==> config.mk <==
export PLATFORM = sky130hd
export DESIGN_NAME = egg_run_sequencer_flat
export DESIGN_NICKNAME = d
export VERILOG_FILES = /design/src/rtl/egg_run_sequencer_if.sv /design/src/rtl/egg_run_sequencer.sv /design/src/flat_wrapper.sv
export SDC_FILE = /design/constraint.sdc
export NUM_CORES = 1
export LEC_CHECK = 0
export CAP_MARGIN = 20
export CORE_MARGIN = 2
export CORE_UTILIZATION = 54
export CTS_CLUSTER_DIAMETER = 200
export DETAILED_ROUTE_END_ITERATION = 6
export DONT_BUFFER_PORTS = 1
export PLACE_DENSITY = 0.75
export REMOVE_ABC_BUFFERS = 1
export SETUP_SLACK_MARGIN = 0.15
export SYNTH_ARGS = -nofsm -noshare
export SYNTH_HDL_FRONTEND = slang
export SYNTH_SLANG_ARGS = --single-unit
==> constraint.sdc <==
create_clock -name clk_i -period 5.4 [get_ports clk_i]
set_input_delay 0.81 -clock clk_i [delete_from_list [all_inputs] [get_ports clk_i]]
set_output_delay 0.81 -clock clk_i [all_outputs]
set_load 0.03 [all_outputs]
==> src/rtl/egg_run_sequencer_if.sv <==
`default_nettype none
// ============================================================================
//  Module   : egg_run_sequencer_if
//  Purpose  : Switch-bus, CPU-observation and display signals of the egg-drop
//             run controller, bundled for connection between the controller
//             (slave) and the environment that drives it (master).
//  Revision : 1.0  initial release
// ============================================================================
interface egg_run_sequencer_if;
   logic [15:0] in_data_i;
   logic        load_floors_i;
   logic        load_resist_i;
   logic        start_i;
   logic [31:0] cpu_pc_i;
   logic [31:0] attempt_count_i;
   logic [31:0] broken_count_i;
   logic        last_broken_i;
   logic [31:0] cost_f1_i;
   logic [31:0] cost_f2_i;
   logic        cpu_rst_o;
   logic [31:0] init_floors_o;
   logic [31:0] init_resistance_o;
   logic [31:0] disp_data_o;
   logic [1:0]  page_o;
   logic        busy_o;
   logic        done_o;
   logic        timeout_o;
   logic        last_broken_o;

   // Environment side: drives switches and CPU status, observes the controller
   modport master (
      output in_data_i, load_floors_i, load_resist_i, start_i,
      output cpu_pc_i, attempt_count_i, broken_count_i, last_broken_i,
      output cost_f1_i, cost_f2_i,
      input  cpu_rst_o, init_floors_o, init_resistance_o, disp_data_o,
      input  page_o, busy_o, done_o, timeout_o, last_broken_o
   );

   // Controller side
   modport slave (
      input  in_data_i, load_floors_i, load_resist_i, start_i,
      input  cpu_pc_i, attempt_count_i, broken_count_i, last_broken_i,
      input  cost_f1_i, cost_f2_i,
      output cpu_rst_o, init_floors_o, init_resistance_o, disp_data_o,
      output page_o, busy_o, done_o, timeout_o, last_broken_o
   );
endinterface
`default_nettype wire

==> src/rtl/egg_run_sequencer.sv <==
`default_nettype none
// ============================================================================
//  Module   : egg_run_sequencer
//  Purpose  : Run controller for the egg-drop CPU experiment. Latches floor
//             and resistance parameters, sequences CPU reset and run, detects
//             halt via a stable PC, flags timeouts, snapshots the result
//             counters and pages them onto the seven-segment display word.
//  Revision : 1.0  initial release
// ============================================================================
module egg_run_sequencer #(
   parameter int RST_CYCLES  = 16,
   parameter int HALT_CYCLES = 64,
   parameter int MAX_CYCLES  = 1000000,
   parameter int PAGE_CYCLES = 50000000
) (
   input  wire logic           clk_i,
   input  wire logic           rst_i,
   egg_run_sequencer_if.slave  bus
);
   localparam int SW = (HALT_CYCLES > 1) ? $clog2(HALT_CYCLES) : 1;
   localparam int PW = (PAGE_CYCLES > 1) ? $clog2(PAGE_CYCLES) : 1;

   localparam logic [31:0]   c_RST_LAST  = 32'(RST_CYCLES - 1);
   localparam logic [31:0]   c_MAX_LAST  = 32'(MAX_CYCLES - 1);
   localparam logic [SW-1:0] c_HALT_LAST = SW'(HALT_CYCLES - 1);
   localparam logic [PW-1:0] c_PAGE_LAST = PW'(PAGE_CYCLES - 1);

   typedef enum logic [2:0] {
      S_IDLE      = 3'd0,
      S_RESET_CPU = 3'd1,
      S_RUN       = 3'd2,
      S_DONE      = 3'd3,
      S_TIMEOUT   = 3'd4
   } state_t;

   state_t        r_state;
   logic          r_start;
   logic [31:0]   r_cnt;
   logic [SW-1:0] r_stable;
   logic [31:0]   r_pc_prev;
   logic [PW-1:0] r_page_tmr;
   logic [1:0]    r_page;
   logic [15:0]   r_floors;
   logic [15:0]   r_resist;
   logic [31:0]   r_snap_att;
   logic [31:0]   r_snap_brk;
   logic [31:0]   r_snap_f1;
   logic [31:0]   r_snap_f2;
   logic          r_snap_lb;
   logic [31:0]   r_live;
   logic          r_cpu_rst;
   logic          r_busy;
   logic          r_done;
   logic          r_timeout;

   logic          w_start_ev;
   logic          w_accept;
   logic          w_pc_same;
   logic [31:0]   w_disp;
   logic [31:0]   w_page0;

   assign w_start_ev = bus.start_i & ~r_start;
   assign w_accept   = (r_state == S_IDLE) || (r_state == S_DONE) || (r_state == S_TIMEOUT);
   assign w_pc_same  = (bus.cpu_pc_i == r_pc_prev);
   assign w_page0    = {r_snap_att[15:0], r_snap_brk[15:0]};

   // Edge-detect history for start and a registered copy of the live counters
   always_ff @(posedge clk_i) begin
      if (rst_i) begin
         r_start <= 1'b0;
         r_live  <= 32'd0;
      end else begin
         r_start <= bus.start_i;
         r_live  <= {bus.attempt_count_i[15:0], bus.broken_count_i[15:0]};
      end
   end

   // Run parameters load only while no run is in progress; floors win a tie
   always_ff @(posedge clk_i) begin
      if (rst_i) begin
         r_floors <= 16'd0;
         r_resist <= 16'd0;
      end else if (w_accept) begin
         if (bus.load_floors_i)      r_floors <= bus.in_data_i;
         else if (bus.load_resist_i) r_resist <= bus.in_data_i;
      end
   end

   // Run sequencing FSM with registered status outputs and result snapshots
   always_ff @(posedge clk_i) begin
      if (rst_i) begin
         r_state    <= S_IDLE;
         r_cnt      <= 32'd0;
         r_stable   <= '0;
         r_pc_prev  <= 32'd0;
         r_page_tmr <= '0;
         r_page     <= 2'd0;
         r_snap_att <= 32'd0;
         r_snap_brk <= 32'd0;
         r_snap_f1  <= 32'd0;
         r_snap_f2  <= 32'd0;
         r_snap_lb  <= 1'b0;
         r_cpu_rst  <= 1'b1;
         r_busy     <= 1'b0;
         r_done     <= 1'b0;
         r_timeout  <= 1'b0;
      end else begin
         if (w_accept && w_start_ev) begin
            r_state    <= S_RESET_CPU;
            r_cnt      <= 32'd0;
            r_page     <= 2'd0;
            r_page_tmr <= '0;
            r_cpu_rst  <= 1'b1;
            r_busy     <= 1'b1;
            r_done     <= 1'b0;
            r_timeout  <= 1'b0;
         end else begin
            case (r_state)
               S_RESET_CPU: begin
                  r_cnt <= r_cnt + 32'd1;
                  if (r_cnt == c_RST_LAST) begin
                     r_state   <= S_RUN;
                     r_cnt     <= 32'd0;
                     r_stable  <= '0;
                     r_pc_prev <= bus.cpu_pc_i;
                     r_cpu_rst <= 1'b0;
                  end
               end
               S_RUN: begin
                  r_cnt <= r_cnt + 32'd1;
                  if (w_pc_same) begin
                     r_stable <= r_stable + SW'(1);
                  end else begin
                     r_stable  <= '0;
                     r_pc_prev <= bus.cpu_pc_i;
                  end
                  if ((w_pc_same && (r_stable == c_HALT_LAST)) || (r_cnt == c_MAX_LAST)) begin
                     r_snap_att <= bus.attempt_count_i;
                     r_snap_brk <= bus.broken_count_i;
                     r_snap_f1  <= bus.cost_f1_i;
                     r_snap_f2  <= bus.cost_f2_i;
                     r_snap_lb  <= bus.last_broken_i;
                     r_page     <= 2'd0;
                     r_page_tmr <= '0;
                     r_busy     <= 1'b0;
                     // Halt wins over timeout when both land on the same cycle
                     if (w_pc_same && (r_stable == c_HALT_LAST)) begin
                        r_state <= S_DONE;
                        r_done  <= 1'b1;
                     end else begin
                        r_state   <= S_TIMEOUT;
                        r_timeout <= 1'b1;
                        r_cpu_rst <= 1'b1;
                     end
                  end
               end
               S_DONE: begin
                  if (r_page_tmr == c_PAGE_LAST) begin
                     r_page_tmr <= '0;
                     r_page     <= r_page + 2'd1;
                  end else begin
                     r_page_tmr <= r_page_tmr + PW'(1);
                  end
               end
               S_IDLE, S_TIMEOUT: begin
               end
               default: begin
                  r_state   <= S_IDLE;
                  r_cpu_rst <= 1'b1;
                  r_busy    <= 1'b0;
                  r_done    <= 1'b0;
                  r_timeout <= 1'b0;
               end
            endcase
         end
      end
   end

   // Display word selected purely from registered state and registered data
   always_comb begin
      w_disp = {r_floors, r_resist};
      case (r_state)
         S_RUN:     w_disp = r_live;
         S_TIMEOUT: w_disp = w_page0;
         S_DONE: begin
            case (r_page)
               2'd0:    w_disp = w_page0;
               2'd1:    w_disp = r_snap_f1;
               2'd2:    w_disp = r_snap_f2;
               default: w_disp = {r_floors, r_resist};
            endcase
         end
         default: w_disp = {r_floors, r_resist};
      endcase
   end

   assign bus.cpu_rst_o         = r_cpu_rst;
   assign bus.init_floors_o     = {16'd0, r_floors};
   assign bus.init_resistance_o = {16'd0, r_resist};
   assign bus.disp_data_o       = w_disp;
   assign bus.page_o            = r_page;
   assign bus.busy_o            = r_busy;
   assign bus.done_o            = r_done;
   assign bus.timeout_o         = r_timeout;
   assign bus.last_broken_o     = r_snap_lb;
endmodule
`default_nettype wire

==> src/flat_wrapper.sv <==
// flat-port wrapper written by rule: the top's interface ports become plain ports
module egg_run_sequencer_flat 
#(
   parameter int RST_CYCLES  = 16,
   parameter int HALT_CYCLES = 64,
   parameter int MAX_CYCLES  = 1000000,
   parameter int PAGE_CYCLES = 50000000
)
  (clk_i, rst_i, bus_in_data_i, bus_load_floors_i, bus_load_resist_i, bus_start_i, bus_cpu_pc_i, bus_attempt_count_i, bus_broken_count_i, bus_last_broken_i, bus_cost_f1_i, bus_cost_f2_i, bus_cpu_rst_o, bus_init_floors_o, bus_init_resistance_o, bus_disp_data_o, bus_page_o, bus_busy_o, bus_done_o, bus_timeout_o, bus_last_broken_o);
  egg_run_sequencer_if bus_i ();
  input  wire logic clk_i;
  input  wire logic rst_i;
  input wire logic [$bits(bus_i.in_data_i)-1:0] bus_in_data_i;
  input wire logic [$bits(bus_i.load_floors_i)-1:0] bus_load_floors_i;
  input wire logic [$bits(bus_i.load_resist_i)-1:0] bus_load_resist_i;
  input wire logic [$bits(bus_i.start_i)-1:0] bus_start_i;
  input wire logic [$bits(bus_i.cpu_pc_i)-1:0] bus_cpu_pc_i;
  input wire logic [$bits(bus_i.attempt_count_i)-1:0] bus_attempt_count_i;
  input wire logic [$bits(bus_i.broken_count_i)-1:0] bus_broken_count_i;
  input wire logic [$bits(bus_i.last_broken_i)-1:0] bus_last_broken_i;
  input wire logic [$bits(bus_i.cost_f1_i)-1:0] bus_cost_f1_i;
  input wire logic [$bits(bus_i.cost_f2_i)-1:0] bus_cost_f2_i;
  output wire logic [$bits(bus_i.cpu_rst_o)-1:0] bus_cpu_rst_o;
  output wire logic [$bits(bus_i.init_floors_o)-1:0] bus_init_floors_o;
  output wire logic [$bits(bus_i.init_resistance_o)-1:0] bus_init_resistance_o;
  output wire logic [$bits(bus_i.disp_data_o)-1:0] bus_disp_data_o;
  output wire logic [$bits(bus_i.page_o)-1:0] bus_page_o;
  output wire logic [$bits(bus_i.busy_o)-1:0] bus_busy_o;
  output wire logic [$bits(bus_i.done_o)-1:0] bus_done_o;
  output wire logic [$bits(bus_i.timeout_o)-1:0] bus_timeout_o;
  output wire logic [$bits(bus_i.last_broken_o)-1:0] bus_last_broken_o;
  assign bus_i.in_data_i = bus_in_data_i;
  assign bus_i.load_floors_i = bus_load_floors_i;
  assign bus_i.load_resist_i = bus_load_resist_i;
  assign bus_i.start_i = bus_start_i;
  assign bus_i.cpu_pc_i = bus_cpu_pc_i;
  assign bus_i.attempt_count_i = bus_attempt_count_i;
  assign bus_i.broken_count_i = bus_broken_count_i;
  assign bus_i.last_broken_i = bus_last_broken_i;
  assign bus_i.cost_f1_i = bus_cost_f1_i;
  assign bus_i.cost_f2_i = bus_cost_f2_i;
  assign bus_cpu_rst_o = bus_i.cpu_rst_o;
  assign bus_init_floors_o = bus_i.init_floors_o;
  assign bus_init_resistance_o = bus_i.init_resistance_o;
  assign bus_disp_data_o = bus_i.disp_data_o;
  assign bus_page_o = bus_i.page_o;
  assign bus_busy_o = bus_i.busy_o;
  assign bus_done_o = bus_i.done_o;
  assign bus_timeout_o = bus_i.timeout_o;
  assign bus_last_broken_o = bus_i.last_broken_o;
  egg_run_sequencer #(.RST_CYCLES(RST_CYCLES), .HALT_CYCLES(HALT_CYCLES), .MAX_CYCLES(MAX_CYCLES), .PAGE_CYCLES(PAGE_CYCLES)) u_core (.clk_i(clk_i), .rst_i(rst_i), .bus(bus_i));
endmodule
* After elaboration in Yosys (flattened, before gate mapping)
Index checks and enable logic that the tools add are counted.
** Word-level totals
- Register bits after elaboration :: 267
- Bits in latches :: 0
- Bits in writable memories :: 0
- ROM bits :: 0
- Bits of input ports :: 182
- Output and inout bits :: 103
- Word-level logic and storage cells :: 108
- Memories kept :: 0
** Cells by class
- $add $sub $neg :: 4
- Multipliers :: 0
- Divide/modulo/power cells :: 0
- $lt $le $gt $ge :: 0
- Equal/unequal tests :: 21
- Shifts and indexed selects :: 0
- Multiplexer cells :: 32
- Bitwise logic cells :: 6
- Reduce and logical (&&, ||, !) cells :: 25
** Operator list (count)
- 32-bit one-hot mux with 3 select lines :: 2
- 32-bit one-hot mux with 2 select lines :: 2
- 32-bit two-way mux :: 3
- 26-bit two-way mux :: 2
- 26-bit one-hot mux with 2 select lines :: 1
- 32-bit by 1-bit adder with 32-bit output, second input constant :: 1
- 32-bit by 20-bit == test with 1-bit output, second input constant :: 1
- 32-bit == test :: 1
- 32-bit by 4-bit == test with 1-bit output, second input constant :: 1
- 26-bit by 1-bit adder with 26-bit output, second input constant :: 1
- 26-bit == test, second input constant :: 1
- 3-bit AND reduction :: 8
- 6-bit two-way mux :: 2
- 6-bit one-hot mux with 2 select lines :: 1
- 2-bit by 1-bit inequality test with 1-bit output, second input constant :: 5
- 3-bit two-way mux :: 3
- 3-bit one-hot mux with 3 select lines :: 1
- 1-bit two-way mux :: 8
- 4-bit AND reduction :: 2
- 6-bit by 1-bit adder with 6-bit output, second input constant :: 1
- 3-bit by 2-bit == test with 1-bit output, second input constant :: 2
- 6-bit == test, second input constant :: 1
- 2-bit inequality test, second input constant :: 3
- 3-bit by 1-bit inequality test with 1-bit output, second input constant :: 2
- other kinds (20) :: 33

* Depth between registers and ports, before layout
- Word-level depth :: 6
- Depth in mapped cells :: 9

* Worst setup path before layout
Ideal clock, no wire load.
- Path kind :: reg-to-output
- Start :: register u_core.r_state[1]
- End :: output bus_disp_data_o[10]
- Data arrival time :: 1.901 ns
- Setup slack :: 2.689 ns
- Cell stages (with the launch flop) :: 7
- Cells stage by stage :: dfxtp_1 buf_1 nand2b_1 nor2_1 clkbuf_1 a22oi_1 o211ai_1
** On the way
- Cells in the longest elaborated chain, start to end :: 2
- Elaborated cells on any way between the ends :: 4
- Classes of those cells :: 3 x eq/ne; 1 x mux
** RTL lines
- start: declaration :: RTL line egg_run_sequencer.sv:36 : state_t r_state;
- start signal: assignment :: RTL line egg_run_sequencer.sv:92 : r_state <= S_IDLE;
- start signal: assignment :: RTL line egg_run_sequencer.sv:109 : r_state <= S_RESET_CPU;
- start signal: assignment :: RTL line egg_run_sequencer.sv:122 : r_state <= S_RUN;
- 3-bit by 2-bit == test with 1-bit output or 3-bit == test (tied branches) :: RTL line egg_run_sequencer.sv:182 : case (r_state)
- 32-bit one-hot mux with 3 select lines (*) :: RTL line egg_run_sequencer.sv:182
- end: declaration :: RTL line flat_wrapper.sv:26 : output wire logic [$bits(bus_i.disp_data_o)-1:0] bus_disp_data_o;
Mark *: on every way between the ends. The rest lies on a longest branch, timed or not.

* Final worst setup path
- Start :: register u_core.r_state[0]
- End :: output bus_disp_data_o[18]
Same word-level chain as after synthesis.

==> run metrics <==
outcome=finished, final reports clean; Synth Instances=between 1000 and 1500; Tightest Pin Transition=~1.1 ns; FF-to-FF Start=u_core.r_state[0]$_SDFFE_PP0P_; GRT Residual Overflow=0; Cell variety after synth=69; Async SR Flop Fraction=0; total CTS buffers=28; initial DRC count=1233; Worst Setup End Kind=output port; final setup margin=about 1.6 ns; data required time of the critical path=4.59 ns; drt wl/cell=20.4 um; global-route wire length before repair=53700 um; cell family with most CP delay=simple AND/OR/NAND/NOR gates; filler instances=2092; Core Footprint=around 0.023 mm2; Worst Hold Launch=rst_i; pin count of the biggest net entering global routing=a little over 200; Die Wd=roughly 160 um; Synth Area per Inst=8.73 um2; max_cap viols=0; Worst Skew=between 0.02 and 0.025 ns; reg2reg path depth=6; setup_tns=0 ns; Starting Density=0.546; placed cells=1676; number of flops mapped to enable cells by yosys=0; fmax=262 MHz; io pins=roughly 290; unrepaired setup endpoints after global routing=no; vias in the first global route=between 9000 and 10000; initial antenna violation count=5; clk buf depth=3; Slew HR=0.261; Post-layout nets=approximately 1600; min Tclk post-route=3.82 ns; Worst setup SP type=register; Vias=10900; critical path class=register to output port; Static Leak=0.00492 uW; main flop type after synthesis=dfxtp_1; RePlAce Congestion=a little under 0.9; Final setup viols=0; CP max FO=32; launch point of the worst path=u_core.r_state[0]$_SDFFE_PP0P_; 1st-pass router iterations=7; clock root cell=clkbuf_16; critical-path cell list=nand3b_1 -> or2_2 -> o211ai_1; hold slack=between 0.3 and 0.4 ns; clk slew on worst S/H paths=roughly 0.060 ns; worst vdd ir=0.260 mV; row cnt=56; Area Growth Syn to Fin=6.44%; final hold vios=0; H-tree levels=1; die area=about 0.025 mm2; Port Buffer Count=0; top-area cell type share of the netlist area=0.421; Worst path slowest cell=o211ai_1; register area share after synthesis=0.421; Die H=between 150 and 200 um; DP HPWL=about 22000 um; GRT Overall Usage=0.271; # Post-CTS Setup Buffers=0; top cell type by total area after synthesis=dfxtp_1; Crit path depth=3; clk sinks=267; synthesized flop and latch total=around 270; Vias/cell=6.28; top post-synthesis cells by area=dfxtp_1 42%, a21oi_1 4.8%, nand2_1 4.6%; pwr dens=300 mW/mm2; Syn Std Cell Area=approximately 0.013 mm2; DRT antenna net count=0; TritonCTS clock tree=yes; Worst Hold Class=input port to register; Hold Path Depth=1; Final Total Pwr=~4100 uW; pre-CTS WS=around 1.8 ns; clk_lat worst skew=roughly 0.55 ns; PostCTS Resize Cnt=0; Post-Layout Cell Count=between 1500 and 2000; Final Max Tran Viols=0; final period utilization=0.707; share of post-route cells with drive strength above 1=0.0819; Ys Warns=0; CP arrival=between 3 and 4 ns; hold_buf cts=0; final wirelength=35200 um; Critical Path Max Stage Delay=~0.83 ns; Residual DRC=0; worst path bufs/invs=0
-- registers in the layout, indices dropped and copies added, names as in the netlist, 2 cells and up --
register	cells
u_core.r_snap_f1	32
u_core.r_resist	16
u_core.r_live	32
u_core.r_cnt	32
u_core.r_snap_brk	16
u_core.r_state	3
u_core.r_snap_att	16
u_core.r_page_tmr	26
u_core.r_pc_prev	32
u_core.bus.page_o	2
u_core.r_floors	16
u_core.r_snap_f2	32
u_core.r_stable	6
-- synth_stat cells (all sizes together) (2+ instances only) --
library cell and instances:
nand3 97, nor3 13, and4 5, o21ai 97, a222oi 32, a21o 2, nor4 25, o211ai 33
a311oi 4, nand2 154, nor2b 68, mux2 32, o41ai 2, mux2i 35, a21oi 121, xnor2 3
o21a 6, nand4 22, nand2b 5, clkbuf 79, xor2 37, a22oi 35, dfxtp 267, o31ai 3
and2 7, a22o 4, buf 66, a211oi 9, or2 4, a31o 6, and3 16, ha 7
o2111ai 3, or4 5, a41oi 2, a31oi 42, inv 12, nand3b 11, nor2 66, a32oi 3
-- cells in the final DEF (no fill, tap or decap), types with 5 or more instances in the layout --
cell	Yosys	routed
a22oi_1	35	35
o211ai_1	33	33
a211oi_1	8	8
mux2i_1	35	35
clkbuf_16	0	28
a31o_2	5	5
nand3b_1	11	11
clkbuf_1	79	12
xor2_1	37	37
nor2_1	65	64
mux2_4	30	30
and4_1	5	5
o21a_1	6	6
a31oi_1	41	41
nor2b_1	68	68
nor4_2	6	5
a222oi_1	32	32
buf_4	38	17
conb_1	1	32
nor4_1	14	14
and2_1	7	7
a21oi_1	121	119
nor3_1	11	10
inv_1	12	12
nand3_1	97	97
o21ai_0	68	67
nand2_1	154	153
nand4_1	20	20
o21ai_1	29	29
ha_1	7	7
dfxtp_1	267	267
nand2b_1	5	5
nor4_4	5	6
and3_1	16	16
-- final timing paths --
| check | to | slack [ns] |
|---|---|---|
| worst min-delay path | u_core.r_snap_f2[28]$_SDFFE_PP0P_ | 0.34 |
| worst max-delay path | bus_disp_data_o[18] | 1.58 |
| worst min register to register | u_core.r_snap_f2[9]$_SDFFE_PP0P_ | 0.46 |
| worst max register to register | u_core.r_snap_f1[4]$_SDFFE_PP0P_ | 2.20 |
-- per-stage QoR --
step,area [um2],utilization
after floorplan,12000,-
after global placement,12600,0.544
after detailed placement,12600,0.544
after CTS,13500,0.579
after global routing,13500,0.581
final,13500,0.581
-- where the power goes --
part / internal [uW] / total (uW) / switching (uW) / leakage (uW)
sequential: 2000 / 2050 / 49.2 / 0.00216
clock: 1030 / 1800 / 772 / 0.000405
combinational: 47.6 / 203 / 155 / 0.00235
total: 3080 / 4050 / 976 / 0.00492
-- layout make-up --
type                            count  area, um2  share of cell area
Sequential cell                   267       5350               0.396
Clock inverter                      4       62.6             0.00463
Clock buffer                       42        773              0.0572
Tap cell                          319        399              0.0295
Timing Repair Buffer               18        148              0.0109
Inverter                           13       48.8             0.00361
Antenna cell                        4       10.0            0.000741
Multi-Input combinational cell   1060       6720               0.498
-- metal layers --
metal / GRT usage / share of wire / up-vias / routed length [um]
met5: 0 / 0.00077 / - / 27
met4: 0.0866 / 0.027 / 4 / 938
met3: 0.0881 / 0.11 / 74 / 3820
met2: 0.438 / 0.46 / 513 / 16200
met1: 0.343 / 0.40 / 5135 / 14200
li1: - / - / 5125 / -
-- worst register-to-register path: stages, from the launching register on --
cell and delay, ns:
dfxtp_1 0.67, clkinv_1 0.42, nand3_1 0.53, or4_2 0.53, buf_4 0.55, nand3_1 0.22, a21oi_1 0.20
-- kinds of logic after synthesis --
| group | Yosys count | share of synthesized area |
|---|---|---|
| xor+xnor | 40 | 0.0276 |
| other cells | 1 | 0.000295 |
| compound gates | 412 | 0.208 |
| simple gates | 502 | 0.208 |
| buf+inv | 158 | 0.0637 |
| flops | 267 | 0.421 |
| mux | 67 | 0.0649 |
| fa+ha+maj | 7 | 0.00690 |
Note: power is estimated with default switching activity, not from simulation.
